[src/rtl/regfile_pkg.sv]
// Shared widths, tag constants and table types for the rename register file.
package regfile_pkg;

    localparam int DataBus     = 32;
    localparam int TagBus      = 4;
    localparam int TagRootBus  = 3;
    localparam int RegAddrBus  = 5;
    localparam int NumRegs     = 32;
    localparam int BranchSlots = 4;
    localparam int BranchBus   = 2;

    localparam logic [TagBus-1:0]  tagFree  = 4'b1000;
    localparam logic [DataBus-1:0] dataFree = '0;
    localparam logic               Enable   = 1'b1;
    localparam logic               Disable  = 1'b0;

    typedef logic [DataBus-1:0]    data_t;
    typedef logic [TagBus-1:0]     tag_t;
    typedef logic [RegAddrBus-1:0] reg_addr_t;
    typedef logic [BranchBus-1:0]  branch_t;
    typedef tag_t  [NumRegs-1:0]   tag_tbl_t;
    typedef data_t [NumRegs-1:0]   data_tbl_t;

    // Retire a tag everywhere it appears in a table.
    function automatic tag_tbl_t commit_clear(input tag_tbl_t tbl, input logic en, input tag_t t);
        tag_tbl_t res;
        for (int i = 0; i < NumRegs; i++) begin
            res[i] = (en && tbl[i] == t) ? tagFree : tbl[i];
        end
        return res;
    endfunction

endpackage

[src/rtl/regfile_ckpt.sv]
// Four-slot checkpoint store of the rename tag table: capture, commit-clear, restore-read.
import regfile_pkg::*;

module regfile_ckpt (
    input  logic     clk,
    input  logic     rst,
    input  logic     rdy,
    input  logic     cap_en,
    input  branch_t  cap_slot,
    input  tag_tbl_t cap_tbl,
    input  logic     clr_en,
    input  tag_t     clr_tag,
    input  branch_t  rd_slot,
    output tag_tbl_t rd_tbl
);

    tag_tbl_t ckpt_q [BranchSlots];
    tag_tbl_t ckpt_d [BranchSlots];

    // A capture overrides the clear; the captured table is already cleared by the caller.
    always_comb begin
        for (int s = 0; s < BranchSlots; s++) begin
            ckpt_d[s] = commit_clear(ckpt_q[s], clr_en, clr_tag);
            if (cap_en && cap_slot == branch_t'(s)) begin
                ckpt_d[s] = cap_tbl;
            end
        end
    end

    always_ff @(posedge clk or negedge rst) begin
        if (!rst) begin
            for (int s = 0; s < BranchSlots; s++) begin
                ckpt_q[s] <= {NumRegs{tagFree}};
            end
        end else if (rdy) begin
            for (int s = 0; s < BranchSlots; s++) begin
                ckpt_q[s] <= ckpt_d[s];
            end
        end
    end

    assign rd_tbl = ckpt_q[rd_slot];

endmodule

[src/rtl/regfile.sv]
// Renaming architectural register file with branch checkpoints.
// Define REGFILE_COMMIT_BYPASS_EN to forward commit data/tag to the read ports in the commit cycle.
import regfile_pkg::*;

module regfile (
    input  logic                  clk,
    input  logic                  rst,
    input  logic                  rdy,
    input  logic                  enComI,
    input  logic [TagBus-1:0]     ComTagI,
    input  logic [DataBus-1:0]    ComDataI,
    input  logic                  enDisp,
    input  logic [RegAddrBus-1:0] dispRd,
    input  logic [TagBus-1:0]     dispTag,
    input  logic [RegAddrBus-1:0] rs1Addr,
    input  logic [RegAddrBus-1:0] rs2Addr,
    output logic [DataBus-1:0]    rs1Data,
    output logic [DataBus-1:0]    rs2Data,
    output logic [TagBus-1:0]     rs1Tag,
    output logic [TagBus-1:0]     rs2Tag,
    input  logic                  enBranch,
    input  logic [BranchBus-1:0]  branchNum,
    input  logic                  bFreeEn,
    input  logic [BranchBus-1:0]  bFreeNum,
    input  logic                  misTaken
);

    data_tbl_t data_q, data_d;
    tag_tbl_t  tag_q, tag_d;
    tag_tbl_t  tag_clr, tag_ren, ck_rd, ck_restored;
    logic      rollback;

    assign rollback = bFreeEn && misTaken;

    regfile_ckpt u_ckpt (
        .clk      (clk),
        .rst      (rst),
        .rdy      (rdy),
        .cap_en   (enBranch && !rollback),
        .cap_slot (branchNum),
        .cap_tbl  (tag_ren),
        .clr_en   (enComI),
        .clr_tag  (ComTagI),
        .rd_slot  (bFreeNum),
        .rd_tbl   (ck_rd)
    );

    always_comb begin
        data_d      = data_q;
        tag_clr     = commit_clear(tag_q, enComI, ComTagI);
        ck_restored = commit_clear(ck_rd, enComI, ComTagI);
        for (int i = 1; i < NumRegs; i++) begin
            if (enComI && tag_q[i] == ComTagI) begin
                data_d[i] = ComDataI;
            end
        end
        data_d[0] = dataFree;

        // Rename wins over the commit clear on the same register.
        tag_ren = tag_clr;
        if (enDisp && dispRd != '0) begin
            tag_ren[dispRd] = dispTag;
        end
        tag_ren[0] = tagFree;

        tag_d    = rollback ? ck_restored : tag_ren;
        tag_d[0] = tagFree;
    end

    always_ff @(posedge clk or negedge rst) begin
        if (!rst) begin
            data_q <= {NumRegs{dataFree}};
            tag_q  <= {NumRegs{tagFree}};
        end else if (rdy) begin
            data_q <= data_d;
            tag_q  <= tag_d;
        end
    end

    always_comb begin
        rs1Data = data_q[rs1Addr];
        rs1Tag  = tag_q[rs1Addr];
        rs2Data = data_q[rs2Addr];
        rs2Tag  = tag_q[rs2Addr];
`ifdef REGFILE_COMMIT_BYPASS_EN
        if (rdy && enComI && rs1Addr != '0 && tag_q[rs1Addr] == ComTagI) begin
            rs1Data = ComDataI;
            rs1Tag  = tagFree;
        end
        if (rdy && enComI && rs2Addr != '0 && tag_q[rs2Addr] == ComTagI) begin
            rs2Data = ComDataI;
            rs2Tag  = tagFree;
        end
`else
        // Reads reflect registered state only.
`endif
    end

endmodule

[config.mk]
export PLATFORM = sky130hd
export DESIGN_NAME = regfile
export DESIGN_NICKNAME = d
export VERILOG_FILES = /design/src/rtl/regfile_pkg.sv /design/src/rtl/regfile_ckpt.sv /design/src/rtl/regfile.sv
export SDC_FILE = /design/constraint.sdc
export NUM_CORES = 2
export LEC_CHECK = 0
export CELL_PAD_IN_SITES_DETAIL_PLACEMENT = 0
export CELL_PAD_IN_SITES_GLOBAL_PLACEMENT = 1
export CORE_ASPECT_RATIO = 1.2
export CORE_MARGIN = 10
export CORE_UTILIZATION = 55
export DETAILED_ROUTE_END_ITERATION = 10
export PLACE_DENSITY_LB_ADDON = 0.1
export SLEW_MARGIN = 20
export SYNTH_ARGS = -nofsm -noshare
export SYNTH_HDL_FRONTEND = slang
export SYNTH_HIERARCHICAL = 1
export SYNTH_SLANG_ARGS = --single-unit
export TNS_END_PERCENT = 5
[constraint.sdc]
create_clock -name clk -period 6.6 [get_ports clk]
set_clock_uncertainty 0.05 [all_clocks]
set_input_delay 1.65 -clock clk [delete_from_list [all_inputs] [get_ports clk]]
set_output_delay 1.65 -clock clk [all_outputs]
set_load 0.05 [all_outputs]
== After elaboration in Yosys (flattened, before gate mapping) ==
Cells that the tools add are included.

* Multiplexer cells: 211
* Bitwise operators: 1
* Equal/unequal tests: 194
* Magnitude comparators: 5
* Reductions and logical operators: 489

{| class="wikitable"
|+ Operators with widths
! cell !! count
|-
| 128-bit two-way mux || 8
|-
| 4-bit two-way mux || 194
|-
| 4-bit equality test || 191
|-
| 32-bit binary-select mux with 5-bit select || 2
|-
| 2-bit AND reduction || 159
|-
| 128-bit binary-select mux with 2-bit select || 1
|-
| 2-bit nonzero test || 128
|-
| 1-bit logical AND || 199
|-
| 128-bit bitwise mux || 1
|-
| 32-bit two-way mux || 2
|-
| 4-bit binary-select mux with 5-bit select || 2
|-
| 4-bit demux with 5-bit select || 1
|-
| 5-bit by 6-bit less-than comparator with 1-bit output (second input constant) || 3
|-
| 5-bit by 1-bit greater-or-equal comparator with 1-bit output (second input constant) || 1
|-
| 5-bit nonzero test || 1
|-
| 2-bit equality test (second input constant) || 2
|-
| 3-bit greater-or-equal comparator (second input constant) || 1
|-
| 2-bit inverter with 3-bit output || 1
|-
| 2-bit by 1-bit equality test with 1-bit output (second input constant) || 1
|-
| 2-bit logical NOT || 1
|-
| 1-bit logical NOT || 1
|}

* Flip-flop bits (word level): 1628
* Word-level logic and storage cells: 1090
* Output and inout port bits: 72

== Depth between registers and ports, before layout ==
* Word-level depth: 8
* Depth in mapped cells: 11
* Gate-level depth less buffers: 7

== Modules after synthesis ==
Netlist, hierarchy kept.

{| class="wikitable"
|+ Modules (own cells, without submodules)
! module !! cells each !! sequential area each (um^2) !! area an instance (um^2) !! instances
|-
| regfile || 5083 || 27965.6 || 66319.9 || 1
|-
| regfile_ckpt || 2719 || 12972.4 || 30496.7 || 1
|}

== Least setup slack after synthesis ==
Ideal clock, no wire load.

* Path kind: input port to output port
* Start point: in rs1Addr[0]
* End point: out rs1Data[10]
* Arrival time: 4.037 ns
* Setup slack: 0.863 ns
* Data required time: 4.900 ns
* Path buffers: 5
* Stages: 9
* Cell sequence: buf_2 -> buf_2 -> buf_2 -> buf_4 -> buf_2 -> a22oi_1 -> o221ai_1 -> nand2_1 -> o21ai_0

* Cells in the longest elaborated chain, start to end: 2

{| class="wikitable"
|+ RTL lines
! element !! RTL line !! text
|-
| start: declaration || regfile.sv:15 || <nowiki>input logic [RegAddrBus-1:0] rs1Addr,</nowiki>
|-
| 32-bit binary-select mux with 5-bit select || regfile.sv:81 || <nowiki>rs1Data = data_q[rs1Addr];</nowiki>
|-
| 32-bit two-way mux (not written as such) || regfile.sv:81 ||
|-
| end: declaration || regfile.sv:17 || <nowiki>output logic [DataBus-1:0] rs1Data,</nowiki>
|}

Every way passes these cells. The select of a mux whose other input is x is not followed.

== Worst setup path in the final report ==
* Start point: in rs1Addr[2]
* End point: out rs1Data[19]

Same word-level chain as after synthesis.

==> results.py <==
metrics = {
    "critical_path": {
        "r2r_slack_ns": 3.48,
        "end_kind": "primary output",
        "rr_startpoint": "tag_q[127]$_DFFE_PN1P_",
        "reg2reg_to": "data_q[999]$_DFFE_PN0P_",
        "crit_start": "rs1Addr[2]",
        "rr_worst_depth": 6,
        "critPathLaunchType": "input pin",
        "crit_type": "in -> out",
        "cp.required_ns": 4.90,
        "crit_end": "rs1Data[19]",
        "path_max_fanout": 40,
        "worstPathArrival_ns": 4.40,
    },
    "final_layout": {
        "stdcell_count": 9960,
        "fill_cells": 13600,
        "syn2layout_area_growth_pct": 10.2,
        "nets": 7598,
        "fin_util_pct": 61.1,
        "drive_gt1_share_pct": 33.3,
    },
    "cts": {
        "hold_buffers": 0,
        "cts_sinks": 1612,
        "cts_root_buf": "clkbuf_16",
        "tritoncts": "done",
        "clk_pin_slew_ns": 0.06,
        "clockBufferDepth": 3,
        "cts_buffers": 172,
        "clk_latency_ns": 0.85,
        "ctsHtreeMaxLevel": 4,
        "post_cts_buffers": 0,
        "cts_resized": 0,
    },
    "global_routing": {
        "grt_use_met1_pct": 43.0,
        "grtUsageTotal_pct": 34.0,
        "first_global_vias": 73400,
        "grt_overflow": 0,
        "top_usage_layer": "met2",
        "antenna_found_initial": 10,
        "grt_use_met2_pct": 54.9,
        "grt.met3_usage_pct": 6.96,
        "grt_pass1_wl_um": 493000,
        "grt_max_degree": 152,
    },
    "power_and_ir_drop": {
        "p_per_area_mw_per_mm2": 343,
        "ir_drop_uv": 202,
        "power.total_w": 0.0363,
        "p_leak_nw": 47.0,
    },
    "floorplan": {
        "rows": 167,
        "die_w_um": 401,
        "initial_utilization_pct": 55.4,
        "die-area_mm2": 0.192,
        "core_mm2": 0.173,
        "dieHeight_um": 477,
        "ios": 139,
    },
    "sta": {
        "whs_ns": 0.423,
        "setup_tns_ns": 0,
        "worst_pin_slew_ns": 1.19,
        "period_minus_slack_ns": 6.10,
        "setup_viol": 0,
        "final_max_slew_viol_count": 0,
        "hold_viol_final": 0,
        "fmax_mhz": 164,
        "period_share_pct": 92.5,
        "max_slew_margin_pct": 20.4,
        "rsz0062_at_grt": "false",
    },
    "placed_design": {
        "place.gp.congestion": 0.935,
        "port_buffers": 138,
        "dp.final_hpwl_um": 204000,
        "place_inst": 9638,
    },
    "status": {
        "status": "completed",
    },
    "drt": {
        "drtPass1Iterations": 9,
        "first_iter_violations": 7323,
        "drt_wl_total_um": 333000,
        "wl_per_cell_um": 33.4,
        "drt.antenna.violating_nets": 0,
        "via_count": 70700,
        "drc_errors": 0,
        "via_per_inst": 7.10,
    },
    "synth": {
        "syn_area_mm2": 0.0959,
        "syn_nets": 7792,
        "ys_warn_count": 6,
        "avgSynthCellArea_um2": 12.4,
        "netlist_instances": 7725,
    },
    "job": {
        "maxCapViolCount": 0,
    },
    "worst_hold_path": {
        "min_path_type": "reg -> reg",
    },
}
[metrics by stage]
stage | worst slack [ns] | cell area [um2]
2_1_floorplan | 0.863 | 95900
3_3_place_gp | 0.526 | 99900
3_5_place_dp | 0.520 | 99900
4_1_cts | 0.514 | 106000
5_1_grt | 0.465 | 106000
6_report | 0.495 | 106000
[flip-flops by register name (all words and copies together) (netlist names)]
register       cells
tag_q            124
u_ckpt/ckpt_q    496
data_q           992
[area by class of cell]
cell class              instances  area (um2)  area share [%]
multi-input cells            5293       51600            48.8
well taps                    2281        2850            2.70
clock buffers                 260        5170            4.89
diodes                          5        12.5          0.0118
repair buffers                392        4690            4.43
inverters                      60         225           0.213
flip-flops and latches       1612       40500            38.4
clock inverters                57         639           0.605
[routing by layer]
metal	vias to the layer above	wire (um)
li1	29000	-
met1	36900	127000
met2	3666	156000
met3	1076	28300
met4	6	21000
met5	-	34
[critical path, stage by stage]
cell and delay (ns):
buf_8 0.43, buf_4 0.43, mux4_2 0.35, a22o_1 0.24, o21ai_0 0.39, o21ai_0 0.51
buf_12 0.33
[where the power goes]
part           internal (W)  switching [W]  leakage [nW]  total (W)
clock               0.00578        0.00431          2.87     0.0101
sequential           0.0131        0.00252          20.6     0.0156
combinational       0.00608        0.00455          23.5     0.0106
total                0.0249         0.0114          47.0     0.0363
[how the worst min path moves through the flow]
stage | from | to | slack [ns] | cells past startpoint
floorplan | u_ckpt/ckpt_q[127]$_DFFE_PN1P_ | u_ckpt/ckpt_q[127]$_DFFE_PN1P_ | 0.40 | 2
global placement | u_ckpt/ckpt_q[487]$_DFFE_PN1P_ | u_ckpt/ckpt_q[487]$_DFFE_PN1P_ | 0.41 | 2
detailed placement | u_ckpt/ckpt_q[487]$_DFFE_PN1P_ | u_ckpt/ckpt_q[487]$_DFFE_PN1P_ | 0.42 | 2
CTS | u_ckpt/ckpt_q[487]$_DFFE_PN1P_ | u_ckpt/ckpt_q[487]$_DFFE_PN1P_ | 0.43 | 2
global route | u_ckpt/ckpt_q[443]$_DFFE_PN1P_ | u_ckpt/ckpt_q[443]$_DFFE_PN1P_ | 0.44 | 2
finish | u_ckpt/ckpt_q[443]$_DFFE_PN1P_ | u_ckpt/ckpt_q[443]$_DFFE_PN1P_ | 0.42 | 2
[layout by cell type, fill, tap and decap left out, types with 98 or more instances in the layout]
| master | instances |
|---|---|
| a21o_1 | 183 |
| a21oi_1 | 146 |
| a22o_1 | 346 |
| a31oi_1 | 132 |
| and3_1 | 178 |
| buf_12 | 128 |
| buf_4 | 203 |
| clkbuf_16 | 178 |
| dfrtp_1 | 1457 |
| dfstp_2 | 155 |
| mux2_2 | 1043 |
| mux2i_1 | 152 |
| mux4_2 | 558 |
| nand2_1 | 326 |
| nor2_1 | 110 |
| nor3_1 | 98 |
| o21ai_0 | 200 |
| o22ai_1 | 105 |
| xnor2_1 | 382 |
| xor2_1 | 358 |
Power figures use the tool's default switching activity.
